$ cat config.mk
export PLATFORM = sky130hd
export DESIGN_NAME = dmi_boot_sequencer
export DESIGN_NICKNAME = d
export VERILOG_FILES = /design/src/rtl/dmi_boot_sequencer.sv
export SDC_FILE = /design/constraint.sdc
export NUM_CORES = 1
export LEC_CHECK = 0
export CAP_MARGIN = 5
export CORE_AREA = 2 2 117 119
export CTS_CLUSTER_SIZE = 10
export DETAILED_ROUTE_END_ITERATION = 7
export DIE_AREA = 0 0 119 121
export PLACE_DENSITY = 0.91
export SLEW_MARGIN = 20
export SYNTH_ARGS = -nofsm -noshare
export SYNTH_HDL_FRONTEND = slang
export SYNTH_SLANG_ARGS = --single-unit
$ cat constraint.sdc
create_clock -name clk_i -period 3.2 [get_ports clk_i]
set_input_delay 0.32 -clock clk_i [delete_from_list [all_inputs] [get_ports clk_i]]
set_output_delay 0.32 -clock clk_i [all_outputs]
set_load 0.02 [all_outputs]
$ cat src/rtl/dmi_boot_sequencer.sv
// Boots harts over the debug module's DMI port: activate the DM, then per enabled hart
// halt, write DPC via an abstract command, and resume. Handles busy retry, poll timeout, cmderr.
module dmi_boot_sequencer #(
    parameter int unsigned NrHarts      = 1,
    parameter int unsigned XLEN         = 64,
    parameter int unsigned PollTimeout  = 1024,
    parameter int unsigned MaxBusyRetry = 16
) (
    input  logic                    clk_i,
    input  logic                    rst_ni,
    input  logic                    start_i,
    input  logic [NrHarts-1:0]      hart_mask_i,
    input  logic [NrHarts*XLEN-1:0] boot_addr_i,
    output logic                    dmi_req_valid_o,
    input  logic                    dmi_req_ready_i,
    output logic [6:0]              dmi_req_addr_o,
    output logic [1:0]              dmi_req_op_o,
    output logic [31:0]             dmi_req_data_o,
    input  logic                    dmi_resp_valid_i,
    output logic                    dmi_resp_ready_o,
    input  logic [31:0]             dmi_resp_data_i,
    input  logic [1:0]              dmi_resp_code_i,
    output logic                    busy_o,
    output logic                    done_o,
    output logic                    error_o,
    output logic [9:0]              err_hart_o,
    output logic [2:0]              err_code_o
);

    localparam int unsigned HartW = (NrHarts > 1) ? $clog2(NrHarts) : 1;
    localparam int unsigned PollW = $clog2(PollTimeout + 1);
    localparam int unsigned BusyW = $clog2(MaxBusyRetry + 1);
    localparam logic [31:0] AarSize = (XLEN == 64) ? 32'd3 : 32'd2;
    localparam logic [31:0] CmdWord = (32'd1 << 17) | (32'd1 << 16) | (AarSize << 20) | 32'h7B1;
    localparam logic [1:0]  OpRead  = 2'd1;
    localparam logic [1:0]  OpWrite = 2'd2;

    typedef enum logic [3:0] {
        StIdle, StActivate, StSel, StHalt, StPollHalt, StWrD0, StWrD1, StWrCmd,
        StPollCmd, StClrErr, StResume, StPollRes, StDone, StError
    } state_e;

    typedef enum logic [1:0] {PhLaunch, PhReq, PhResp} phase_e;

    state_e                  state_q;
    phase_e                  phase_q;
    logic [NrHarts-1:0]      mask_q;
    logic [NrHarts*XLEN-1:0] addr_q;
    logic [HartW-1:0]        hart_q;
    logic [PollW-1:0]        poll_cnt_q;
    logic [BusyW-1:0]        busy_cnt_q;
    logic                    req_valid_q, resp_ready_q, busy_q, done_q, error_q;
    logic [6:0]              req_addr_q;
    logic [1:0]              req_op_q;
    logic [31:0]             req_data_q;
    logic [9:0]              err_hart_q;
    logic [2:0]              err_code_q;

    logic [63:0]      dpc;
    logic [31:0]      hartsel;
    logic [6:0]       cmd_addr;
    logic [1:0]       cmd_op;
    logic [31:0]      cmd_data;
    logic             sel_any;
    logic [HartW-1:0] sel_idx;
    logic [2:0]       fail_code;
    state_e           adv_state;
    logic             reissue, poll_retry, poll_expired;

    assign dpc     = 64'(addr_q[32'(hart_q) * XLEN +: XLEN]);
    assign hartsel = 32'(hart_q) << 16;
    assign sel_any = |mask_q;
    assign poll_expired = (poll_cnt_q == PollW'(PollTimeout - 1));

    always_comb begin
        sel_idx = '0;
        for (int i = NrHarts - 1; i >= 0; i--) begin
            if (mask_q[i]) sel_idx = HartW'(i);
        end
    end

    // Request contents are a pure function of the current state and hart.
    always_comb begin
        cmd_addr = 7'h00;
        cmd_op   = OpWrite;
        cmd_data = 32'h0;
        case (state_q)
            StActivate: begin cmd_addr = 7'h10; cmd_data = 32'h1; end
            StHalt:     begin cmd_addr = 7'h10; cmd_data = 32'h8000_0001 | hartsel; end
            StPollHalt, StPollRes: begin cmd_addr = 7'h11; cmd_op = OpRead; end
            StWrD0:     begin cmd_addr = 7'h04; cmd_data = dpc[31:0]; end
            StWrD1:     begin cmd_addr = 7'h05; cmd_data = dpc[63:32]; end
            StWrCmd:    begin cmd_addr = 7'h17; cmd_data = CmdWord; end
            StPollCmd:  begin cmd_addr = 7'h16; cmd_op = OpRead; end
            StClrErr:   begin cmd_addr = 7'h16; cmd_data = 32'h700; end
            StResume:   begin cmd_addr = 7'h10; cmd_data = 32'h4000_0001 | hartsel; end
            default:    cmd_op = 2'd0;
        endcase
    end

    // Outcome of the response currently presented; only acted on during the handshake.
    always_comb begin
        fail_code  = 3'd0;
        adv_state  = state_q;
        reissue    = 1'b0;
        poll_retry = 1'b0;
        if (dmi_resp_code_i == 2'd3) begin
            if (busy_cnt_q == BusyW'(MaxBusyRetry - 1)) fail_code = 3'd6;
            else reissue = 1'b1;
        end else if (dmi_resp_code_i != 2'd0) begin
            fail_code = 3'd5;
        end else begin
            case (state_q)
                StActivate: adv_state = StSel;
                StHalt:     adv_state = StPollHalt;
                StPollHalt: begin
                    if (dmi_resp_data_i[9]) adv_state = StWrD0;
                    else if (poll_expired)  fail_code = 3'd1;
                    else                    poll_retry = 1'b1;
                end
                StWrD0:     adv_state = (XLEN == 64) ? StWrD1 : StWrCmd;
                StWrD1:     adv_state = StWrCmd;
                StWrCmd:    adv_state = StPollCmd;
                StPollCmd: begin
                    if (!dmi_resp_data_i[12]) begin
                        adv_state = (dmi_resp_data_i[10:8] != 3'd0) ? StClrErr : StResume;
                    end else if (poll_expired) begin
                        fail_code = 3'd3;
                    end else begin
                        poll_retry = 1'b1;
                    end
                end
                StClrErr:   fail_code = 3'd2;
                StResume:   adv_state = StPollRes;
                StPollRes: begin
                    if (dmi_resp_data_i[17]) adv_state = StSel;
                    else if (poll_expired)   fail_code = 3'd4;
                    else                     poll_retry = 1'b1;
                end
                default: ;
            endcase
        end
    end

    always_ff @(posedge clk_i or negedge rst_ni) begin
        if (!rst_ni) begin
            state_q      <= StIdle;
            phase_q      <= PhLaunch;
            mask_q       <= '0;
            addr_q       <= '0;
            hart_q       <= '0;
            poll_cnt_q   <= '0;
            busy_cnt_q   <= '0;
            req_valid_q  <= 1'b0;
            req_addr_q   <= '0;
            req_op_q     <= '0;
            req_data_q   <= '0;
            resp_ready_q <= 1'b0;
            busy_q       <= 1'b0;
            done_q       <= 1'b0;
            error_q      <= 1'b0;
            err_hart_q   <= '0;
            err_code_q   <= '0;
        end else begin
            case (state_q)
                StIdle, StDone, StError: begin
                    if (start_i) begin
                        done_q     <= 1'b0;
                        error_q    <= 1'b0;
                        err_hart_q <= '0;
                        err_code_q <= '0;
                        mask_q     <= hart_mask_i;
                        addr_q     <= boot_addr_i;
                        hart_q     <= '0;
                        busy_cnt_q <= '0;
                        busy_q     <= 1'b1;
                        state_q    <= StActivate;
                        phase_q    <= PhLaunch;
                    end
                end
                StSel: begin
                    hart_q          <= sel_idx;
                    mask_q[sel_idx] <= 1'b0;
                    state_q         <= StHalt;
                    phase_q         <= PhLaunch;
                end
                default: begin
                    case (phase_q)
                        PhLaunch: begin
                            req_valid_q <= 1'b1;
                            req_addr_q  <= cmd_addr;
                            req_op_q    <= cmd_op;
                            req_data_q  <= cmd_data;
                            phase_q     <= PhReq;
                        end
                        PhReq: begin
                            if (dmi_req_ready_i) begin
                                req_valid_q  <= 1'b0;
                                resp_ready_q <= 1'b1;
                                phase_q      <= PhResp;
                            end
                        end
                        PhResp: begin
                            if (dmi_resp_valid_i) begin
                                resp_ready_q <= 1'b0;
                                if (fail_code != 3'd0) begin
                                    state_q    <= StError;
                                    error_q    <= 1'b1;
                                    busy_q     <= 1'b0;
                                    err_code_q <= fail_code;
                                    err_hart_q <= 10'(hart_q);
                                end else if (reissue) begin
                                    busy_cnt_q  <= busy_cnt_q + BusyW'(1);
                                    req_valid_q <= 1'b1;
                                    phase_q     <= PhReq;
                                end else if (poll_retry) begin
                                    busy_cnt_q  <= '0;
                                    poll_cnt_q  <= poll_cnt_q + PollW'(1);
                                    req_valid_q <= 1'b1;
                                    phase_q     <= PhReq;
                                end else begin
                                    busy_cnt_q <= '0;
                                    poll_cnt_q <= '0;
                                    phase_q    <= PhLaunch;
                                    if (adv_state == StSel && !sel_any) begin
                                        state_q <= StDone;
                                        done_q  <= 1'b1;
                                        busy_q  <= 1'b0;
                                    end else begin
                                        state_q <= adv_state;
                                    end
                                end
                            end
                        end
                        default: phase_q <= PhLaunch;
                    endcase
                end
            endcase
        end
    end

    assign dmi_req_valid_o  = req_valid_q;
    assign dmi_req_addr_o   = req_addr_q;
    assign dmi_req_op_o     = req_op_q;
    assign dmi_req_data_o   = req_data_q;
    assign dmi_resp_ready_o = resp_ready_q;
    assign busy_o           = busy_q;
    assign done_o           = done_q;
    assign error_o          = error_q;
    assign err_hart_o       = err_hart_q;
    assign err_code_o       = err_code_q;

endmodule
==> out/results.ini, run 1 <==
[global_routing]
overflow = 0
grt_pass1_wl_um = 25720
track_usage_pct = 23.02
grt_pass1_vias = 5011
grt_max_degree = 78
antenna_found_initial = 0

[clock_tree]
htreeDepth = 4
clock_sinks = 133
cts_root_buffer = clkbuf_16
cts_buffer_depth = 2
post_cts_buffers = 0
cts-resized-gates = 0
postCtsHoldBufs = 1
cts-buffers-inserted = 17
cts_tree = done
insertion_delay_ns = 0.42
clk_pin_slew_worst_paths_ns = 0.06

[status]
status = complete, no violations

[synthesis]
synth_edf_count = 0
avgSynthCellArea_um2 = 10.56
ys_seq_area_share_pct = 53.07
synth_cell_types = 57
synthArstFlopShare_pct = 100.0
synth_flop_cell = dfrtp_1
yosysTopAreaCell = dfrtp_1
ys_ff_latch = 133
synthCells = 594
synth_area_um2 = 6271
yosysWarnings = 0
yosys.area.top_type_share_pct = 53.07
synth.area.top_cells = dfrtp_1 (53%), mux2_2 (12%), o21ai_0 (4.9%)

[sta]
hold_violations = 0
slew_headroom_pct = 58.89
final-setup-viol-count = 0
clock_skew_ns = 0.006420
rsz0062_at_grt = no
fin_crit_ns = 2.775
setup_tns_ns = 0
fmax_mhz = 360.3
finalCritPeriodShare_pct = 86.72
tightest_slew_ns = 0.6119
slew_viol_final = 0

[critical_path]
required_ns = 3.51
cp_max_fo = 14
r2r-end = poll_cnt_q[6]$_DFFE_PN0P_
rr_worst_depth = 9
crit_type = reg -> reg
arrival_ns = 3.08
cp-end-kind = flop
r2r_setup_slack_ns = 0.42
setup.worst_path.start_class = flop
r2r_start = busy_cnt_q[0]$_DFFE_PN0P_

[pwr]
peakVddDrop_mv = 0.5666
powerDensity_nw_per_um2 = 910.1
p_leak_uw = 0.003462
p_total_uw = 7513

[die]
rows = 42
ios = 163
initial_core_util_pct = 47.93
die_x_um = 119
die_area_um2 = 14400
die_height_um = 121
core_um2 = 13090

[layout]
drive_gt1_share_pct = 18.31
mostFrequentLayoutCells = dfrtp_1 (133), clkdlybuf4s50_1 (121), nand2_1 (69)
area_delta_synth_final_pct = 31.64
fillers = 983
antenna_cells = 0
fin_nets = 826
stdcell_area_um2 = 8255
stdcell_count = 908
layout_commonest_cell = dfrtp_1
fin_util_pct = 63.09

[detailed_routing]
drt_iter0_markers = 436
ant_nets = 0
vias = 5148
viasPerCell = 5.670
routedWlPerCell_um = 17.59
drc = 0
dr.pass1.iters = 5
drt_wl_total_um = 15970

[placement]
place_congestion = 0.8737
dpl-instance-area_um2 = 7674
place_hpwl_um = 10610
io_buffers = 122
dp_cells = 875

[min_path]
hp-class = in -> async

[job]
drv_cap = 0

==> per-stage QoR <==
stage	hold slack [ns]	setup slack, ns
after detailed placement	0.3133	0.3842
after global routing	0.5027	0.1950
after global placement	0.3161	0.4687
final	0.4713	0.4248
after CTS	0.4817	0.4736
after floorplan	0.02441	0.7499
==> logic make-up (layout without fill, tap and decap cells) <==
logic type	after synthesis	after routing	share of synthesized area, %
AO/OA/AOI/OAI	154	154	15.86
XOR/XNOR	1	1	0.1397
adder cells (fa/ha/maj)	3	3	0.5986
buffers and inverters	51	177	4.110
flip-flops	133	133	53.07
multiplexers	70	70	12.47
other	1	13	0.05980
AND/OR/NAND/NOR	181	181	13.69
==> sequential cells by signal, indices dropped and copies added (netlist names), 2 cells and up <==
signal,count
dmi_req_op_o,2
poll_cnt_q,11
dmi_req_data_o,32
busy_cnt_q,5
phase_q,2
addr_q,64
dmi_req_addr_o,4
err_code_o,3
state_q,4
==> area by class of cell <==
cell class / count / area, um^2 / share of cell area [%]
Sequential cell: 133 / 3328 / 40.32
Multi-Input combinational cell: 422 / 2740 / 33.19
Timing Repair Buffer: 141 / 1380 / 16.72
Clock buffer: 22 / 474.2 / 5.744
Tap cell: 176 / 220.2 / 2.667
Clock inverter: 10 / 97.59 / 1.182
Inverter: 4 / 15.01 / 0.1819
==> synth_stat cells, types with 6 or more instances <==
cell	count
a21oi_1	25
a22oi_1	24
and3_1	6
buf_2	11
buf_4	14
clkbuf_1	20
dfrtp_1	133
mux2_2	65
nand2_1	69
nand3_1	14
nand4_1	6
nor2_1	41
nor3_1	13
o21ai_0	62
o31ai_2	7
==> layer usage <==
metal	global-route usage, %	vias up	part of all wire, %
met4	8.705	0	2.0
met1	27.87	2537	40
met3	8.177	30	7.9
li1	-	2377	-
met5	0	-	0
met2	37.90	204	50
==> worst max-delay path: stages (launching register included) <==
cell,delay (ns)
dfrtp_1,0.41
ha_1,0.24
and3_1,0.19
ha_1,0.21
nand3b_1,0.19
o21a_1,0.12
a41oi_1,0.22
and2_1,0.51
nand3_1,0.29
o41ai_1,0.30
==> where the power goes <==
group          leakage [uW]  switching (uW)  internal (uW)
clock network      0.000261             737           1130
logic               0.00151            1580           1300
registers           0.00169             424           2340
total               0.00346            2740           4770
==> worst max-delay path by stage <==
stage	startpoint	endpoint	slack [ns]	depth (start not counted)
finish	busy_cnt_q[0]$_DFFE_PN0P_	poll_cnt_q[6]$_DFFE_PN0P_	0.42	9
global route	poll_cnt_q[0]$_DFFE_PN0P_	done_o$_DFFE_PN0P_	0.19	7
CTS	poll_cnt_q[0]$_DFFE_PN0P_	done_o$_DFFE_PN0P_	0.47	7
detailed placement	dmi_resp_code_i[1]	poll_cnt_q[6]$_DFFE_PN0P_	0.38	7
global placement	dmi_resp_code_i[1]	poll_cnt_q[8]$_DFFE_PN0P_	0.47	7
floorplan	busy_cnt_q[0]$_DFFE_PN0P_	state_q[3]$_DFFE_PN0P_	0.75	11
No activity file was read; power rests on OpenSTA's default activity.
==> run 2: changes to the inputs <==
PLACE_DENSITY = 0.79   (was 0.91)
==> run 2 against run 1 <==
Compared with the run above: final cell count fell by 0.11%; sequential power about the same; clock-buffer cell count shrank 2; fmax decreased by 1.6%; non-clock buffer count down 1; first-iteration DRC count decreased by 9.6%.
==> out/results.ini, run 2 (synthesis gave the netlist of run 1 again) <==
[status]
status = complete, no violations

[sta]
setup_tns_ns = 0
slew_headroom_pct = 55.45
slew_viol_final = 0
fmax_mhz = 354.7
hold_violations = 0
fin_crit_ns = 2.820
tightest_slew_ns = 0.6646
clock_skew_ns = 0.009184
rsz0062_at_grt = no
final-setup-viol-count = 0
finalCritPeriodShare_pct = 88.11

[layout]
fin_nets = 825
drive_gt1_share_pct = 18.33
antenna_cells = 0
fillers = 1016
area_delta_synth_final_pct = 32.76
stdcell_area_um2 = 8325
fin_util_pct = 63.63
largest_reg_flops = 64
layout_commonest_cell = dfrtp_1
top_register = addr_q
mostFrequentLayoutCells = dfrtp_1 (133), clkdlybuf4s50_1 (121), nand2_1 (69)

[critical_path]
critPathTopFamily = simple AND/OR/NAND/NOR gates
crit_type = reg -> reg
arrival_ns = 3.12
r2r-end = poll_cnt_q[8]$_DFFE_PN0P_
crit_path_max_incr_delay_ns = 0.51
cp_max_fo = 14
r2r_start = busy_cnt_q[0]$_DFFE_PN0P_
crit_top_cell = ha_1
cp-end-kind = flop
r2r_setup_slack_ns = 0.38
path_buf_inv = 0
required_ns = 3.50
slowest_stage = and2_1
path_cells = ha_1 -> and3_1 -> ha_1 -> nand3b_1 -> o21a_1 -> a41oi_1 -> and2_1 -> nand3_1 -> o41ai_1
rr_worst_depth = 9
setup.worst_path.start_class = flop

[pwr]
powerDensity_nw_per_um2 = 921.6
power_frac_comb_pct = 37.2
p_sw_uw = 2741
p_clk_share_pct = 26.5
p_int_uw = 4931
p_leak_uw = 0.003497
pwr-share-seq_pct = 36.4
peakVddDrop_mv = 0.5550
swShare_pct = 35.73

[global_routing]
antenna_found_initial = 0
track_usage_pct = 22.76
grt_pass1_vias = 5176
grt_max_degree = 71
overflow = 0
grt_pass1_wl_um = 25540

[die]
ios = 163
die_x_um = 119
core_um2 = 13090
die_height_um = 121
die_area_um2 = 14400
initial_core_util_pct = 47.93
rows = 42

[clock_tree]
clk_pin_slew_worst_paths_ns = 0.06
cts_buffer_depth = 2
cts-buffers-inserted = 17
cts_root_buffer = clkbuf_16
clock_sinks = 133
cts_tree = done
htreeDepth = 4
post_cts_buffers = 0
insertion_delay_ns = 0.42
postCtsHoldBufs = 1
cts-resized-gates = 0

[detailed_routing]
drc = 0
drt_iter0_markers = 394
vias = 5062
dr.pass1.iters = 5
routedWlPerCell_um = 17.17
drt_wl_total_um = 15570
viasPerCell = 5.581
ant_nets = 0

[placement]
dpl-instance-area_um2 = 7691
place_hpwl_um = 10690
place_congestion = 0.8670
io_buffers = 122

[job]
drv_cap = 0

[min_path]
hp-class = in -> async

## run 2: cell types whose count changed in the layout (fill, tap and decap cells not counted)
cell	change
clkbuf_1	-1
buf_12	+2
inv_8	+1
bufinv_16	+2
clkinv_2	-1
clkbuf_8	-1
clkinvlp_4	-3
buf_4	-3
clkinv_4	+3
## run 2: layer usage
metal,GRT usage [%],wire [um]
met1,26.95,6224
met2,38.94,7999
met3,7.660,1159
met4,7.664,186
met5,0,0
## run 2: power groups by stage
stage / Clock (uW) / Sequential [uW] / Combinational (uW)
floorplan: 0 / 2870 / 1680
finish: 2030 / 2790 / 2850
CTS: 2080 / 2790 / 2860
detailed placement: 0 / 2810 / 2840
global route: 2150 / 2880 / 3130
global placement: 0 / 2770 / 2750
## run 2: how the worst max path moves through the flow
stage / startpoint / end / slack, ns / depth (start not counted)
2_1_floorplan: busy_cnt_q[0]$_DFFE_PN0P_ / state_q[3]$_DFFE_PN0P_ / 0.75 / 11
3_3_place_gp: dmi_resp_code_i[1] / poll_cnt_q[6]$_DFFE_PN0P_ / 0.49 / 7
3_5_place_dp: dmi_resp_code_i[1] / poll_cnt_q[8]$_DFFE_PN0P_ / 0.36 / 7
4_1_cts: busy_cnt_q[0]$_DFFE_PN0P_ / poll_cnt_q[8]$_DFFE_PN0P_ / 0.39 / 9
5_1_grt: busy_cnt_q[0]$_DFFE_PN0P_ / poll_cnt_q[5]$_DFFE_PN0P_ / 0.19 / 9
6_report: busy_cnt_q[0]$_DFFE_PN0P_ / poll_cnt_q[8]$_DFFE_PN0P_ / 0.38 / 9
## run 2: per-stage QoR
stage	std cells	total power (uW)	hold WS (ns)	worst slack (ns)
finish	907	7672	0.4780	0.3804
global route	907	8151	0.5019	0.1867
CTS	907	7725	0.4832	0.3866
detailed placement	874	5647	0.3729	0.3595
global placement	874	5518	0.3581	0.4881
floorplan	606	4552	0.02441	0.7499
## run 2: cell type report
class                      instances  area, um^2  share of cell area [%]
clock inverter                    12       167.7                   2.014
sequential                       133        3328                   39.98
inverter                           4       15.01                  0.1803
timing repair buffer             140        1398                   16.79
multi-input combinational        422        2740                   32.91
clock buffer                      20       456.7                   5.485
tap                              176       220.2                   2.645
==> run 3: changes to the inputs <==
CORE_AREA = 2 2 123 125   (was 2 2 117 119)
CTS_CLUSTER_DIAMETER = 80   (was unset)
DIE_AREA = 0 0 125 127   (was 0 0 119 121)
PLACE_DENSITY = 0.75   (was 0.79)
clock period = 2.36 ns   (was 3.2 ns; I/O delays follow)
==> run 3 against run 2 <==
Compared with the run above: total power grew 40%; clock skew is essentially flat; critical path depth grew 1; design area grew 4.8%; register-to-register slack lost 0.28 ns; combinational power grew 47%; via count grew 4.8%; sequential power grew 34%; flip-flop and latch count is the same; worst setup slack lost 0.28 ns; largest cell class unchanged.
==> out/results.ini, run 3 (synthesis gave the netlist of run 1 again) <==
[status]
status = complete, no violations

[die]
die_x_um = 125
rows = 44
core_um2 = 14420
initial_core_util_pct = 43.48
die_area_um2 = 15880
die_height_um = 127
ios = 163

[clock_tree]
insertion_delay_ns = 0.42
cts_buffer_depth = 2
htreeDepth = 4
clk_pin_slew_worst_paths_ns = 0.06
cts_tree = done
cts_root_buffer = clkbuf_16
cts-buffers-inserted = 17
clock_sinks = 133

[layout]
stdcell_count = 961
area_delta_synth_final_pct = 39.13
largest_reg_flops = 64
top_register = addr_q
drive_gt1_share_pct = 24.71
fin_nets = 871
layout_commonest_cell = dfrtp_1
mostFrequentLayoutCells = dfrtp_1 (132), clkdlybuf4s50_1 (121), nand2_1 (69)
antenna_cells = 0
fin_util_pct = 60.49
stdcell_area_um2 = 8725

[global_routing]
track_usage_pct = 21.12
antenna_found_initial = 0
grt_max_degree = 60
grt_pass1_wl_um = 26720
overflow = 0
grt_pass1_vias = 5408

[detailed_routing]
dr.pass1.iters = 5
ant_nets = 0
routedWlPerCell_um = 17.18
viasPerCell = 5.518
drt_iter0_markers = 363
drt_wl_total_um = 16510
vias = 5303
drc = 0

[sta]
rsz0062_at_grt = yes
finalCritPeriodShare_pct = 95.62
final-setup-viol-count = 0
slew_headroom_pct = 49.96
slew_viol_final = 0
fin_crit_ns = 2.257
whs_ns = 0.4206
hold_violations = 0
fin_ws_ns = 0.1034
clock_skew_ns = 0.009577
fmax_mhz = 443.2
tightest_slew_ns = 0.7506

[critical_path]
crit_type = reg -> reg
setup.worst_path.start_class = flop
cp_max_fo = 12
cp-end-kind = flop
required_ns = 2.66
arrival_ns = 2.55

[placement]
place_ws_ns = -0.1145
dp_cells = 926
dpl-instance-area_um2 = 8014
io_buffers = 122
place_hpwl_um = 11630
place_congestion = 0.8617

[pwr]
powerDensity_nw_per_um2 = 1230
p_leak_uw = 0.003745
peakVddDrop_mv = 0.7270

[min_path]
hp-class = in -> reg

[job]
drv_cap = 0

==> run 3: worst paths after layout <==
check,from,slack [ns],cells after the start,end
worst min register to register,dmi_req_data_o[4]$_DFFE_PN0P_,0.48,2,dmi_req_data_o[4]$_DFFE_PN0P_
max in group asynchronous,rst_ni,1.20,3,busy_cnt_q[1]$_DFFE_PN0P_
min in group asynchronous,rst_ni,0.43,2,poll_cnt_q[10]$_DFFE_PN0P_
worst max register to register,busy_cnt_q[0]$_DFFE_PN0P_,0.10,10,poll_cnt_q[5]$_DFFE_PN0P_
worst max-delay path,busy_cnt_q[0]$_DFFE_PN0P_,0.10,10,poll_cnt_q[5]$_DFFE_PN0P_
worst min-delay path,boot_addr_i[6],0.42,2,addr_q[6]$_DFFE_PN0P_
==> run 3: power by group <==
part | leakage, uW | switching, uW | internal [uW] | total [uW]
logic | 0.00175 | 2210 | 1980 | 4190
registers | 0.00169 | 565 | 3170 | 3730
clock network | 0.000301 | 1080 | 1720 | 2800
==> run 3: routing by layer <==
metal	global-route usage [%]	vias to the layer above	wire, um
met3	8.710	37	1345
met2	35.20	194	8027
met1	24.68	2607	6625
met4	7.712	0	509
li1	-	2465	-
met5	0	-	0
==> run 3: cell type report <==
type	instances	area, um^2
Clock inverter	14	186.4
Multi-Input combinational cell	422	2790
Clock buffer	18	439.2
Timing Repair Buffer	186	1734
Fill cell	1208	5699
Tap cell	184	230.2
Sequential cell	133	3329
Inverter	4	15.01
==> run 3: worst max-delay path, stage by stage, from the launching register on <==
cell      delay, ns
dfrtp_1        0.39
ha_1           0.22
and3_1         0.19
ha_1           0.19
nand3b_1       0.18
o21a_1         0.13
a41oi_2        0.20
nand3_1        0.13
buf_6          0.18
o21ai_0        0.23
o31ai_2        0.10
==> run 3: per-stage QoR <==
| step | setup TNS (ns) | total power [uW] |
|---|---|---|
| finish | 0 | 10730 |
| global route | -0.06918 | 11400 |
| CTS | 0 | 10770 |
| detailed placement | -0.4439 | 7906 |
| global placement | -0.1781 | 7737 |
| floorplan | 0 | 6173 |
==> run 3: repair_timing <==
item | CTS | global route
hold buffers | 1 | 0
endpoints found under the hold margin | 55 | 0
gates resized for setup | 4 | 17
setup buffers | 0 | 2
cloned | 0 | 0
pin swaps | 0 | 3
endpoints found under the setup margin | 11 | 28
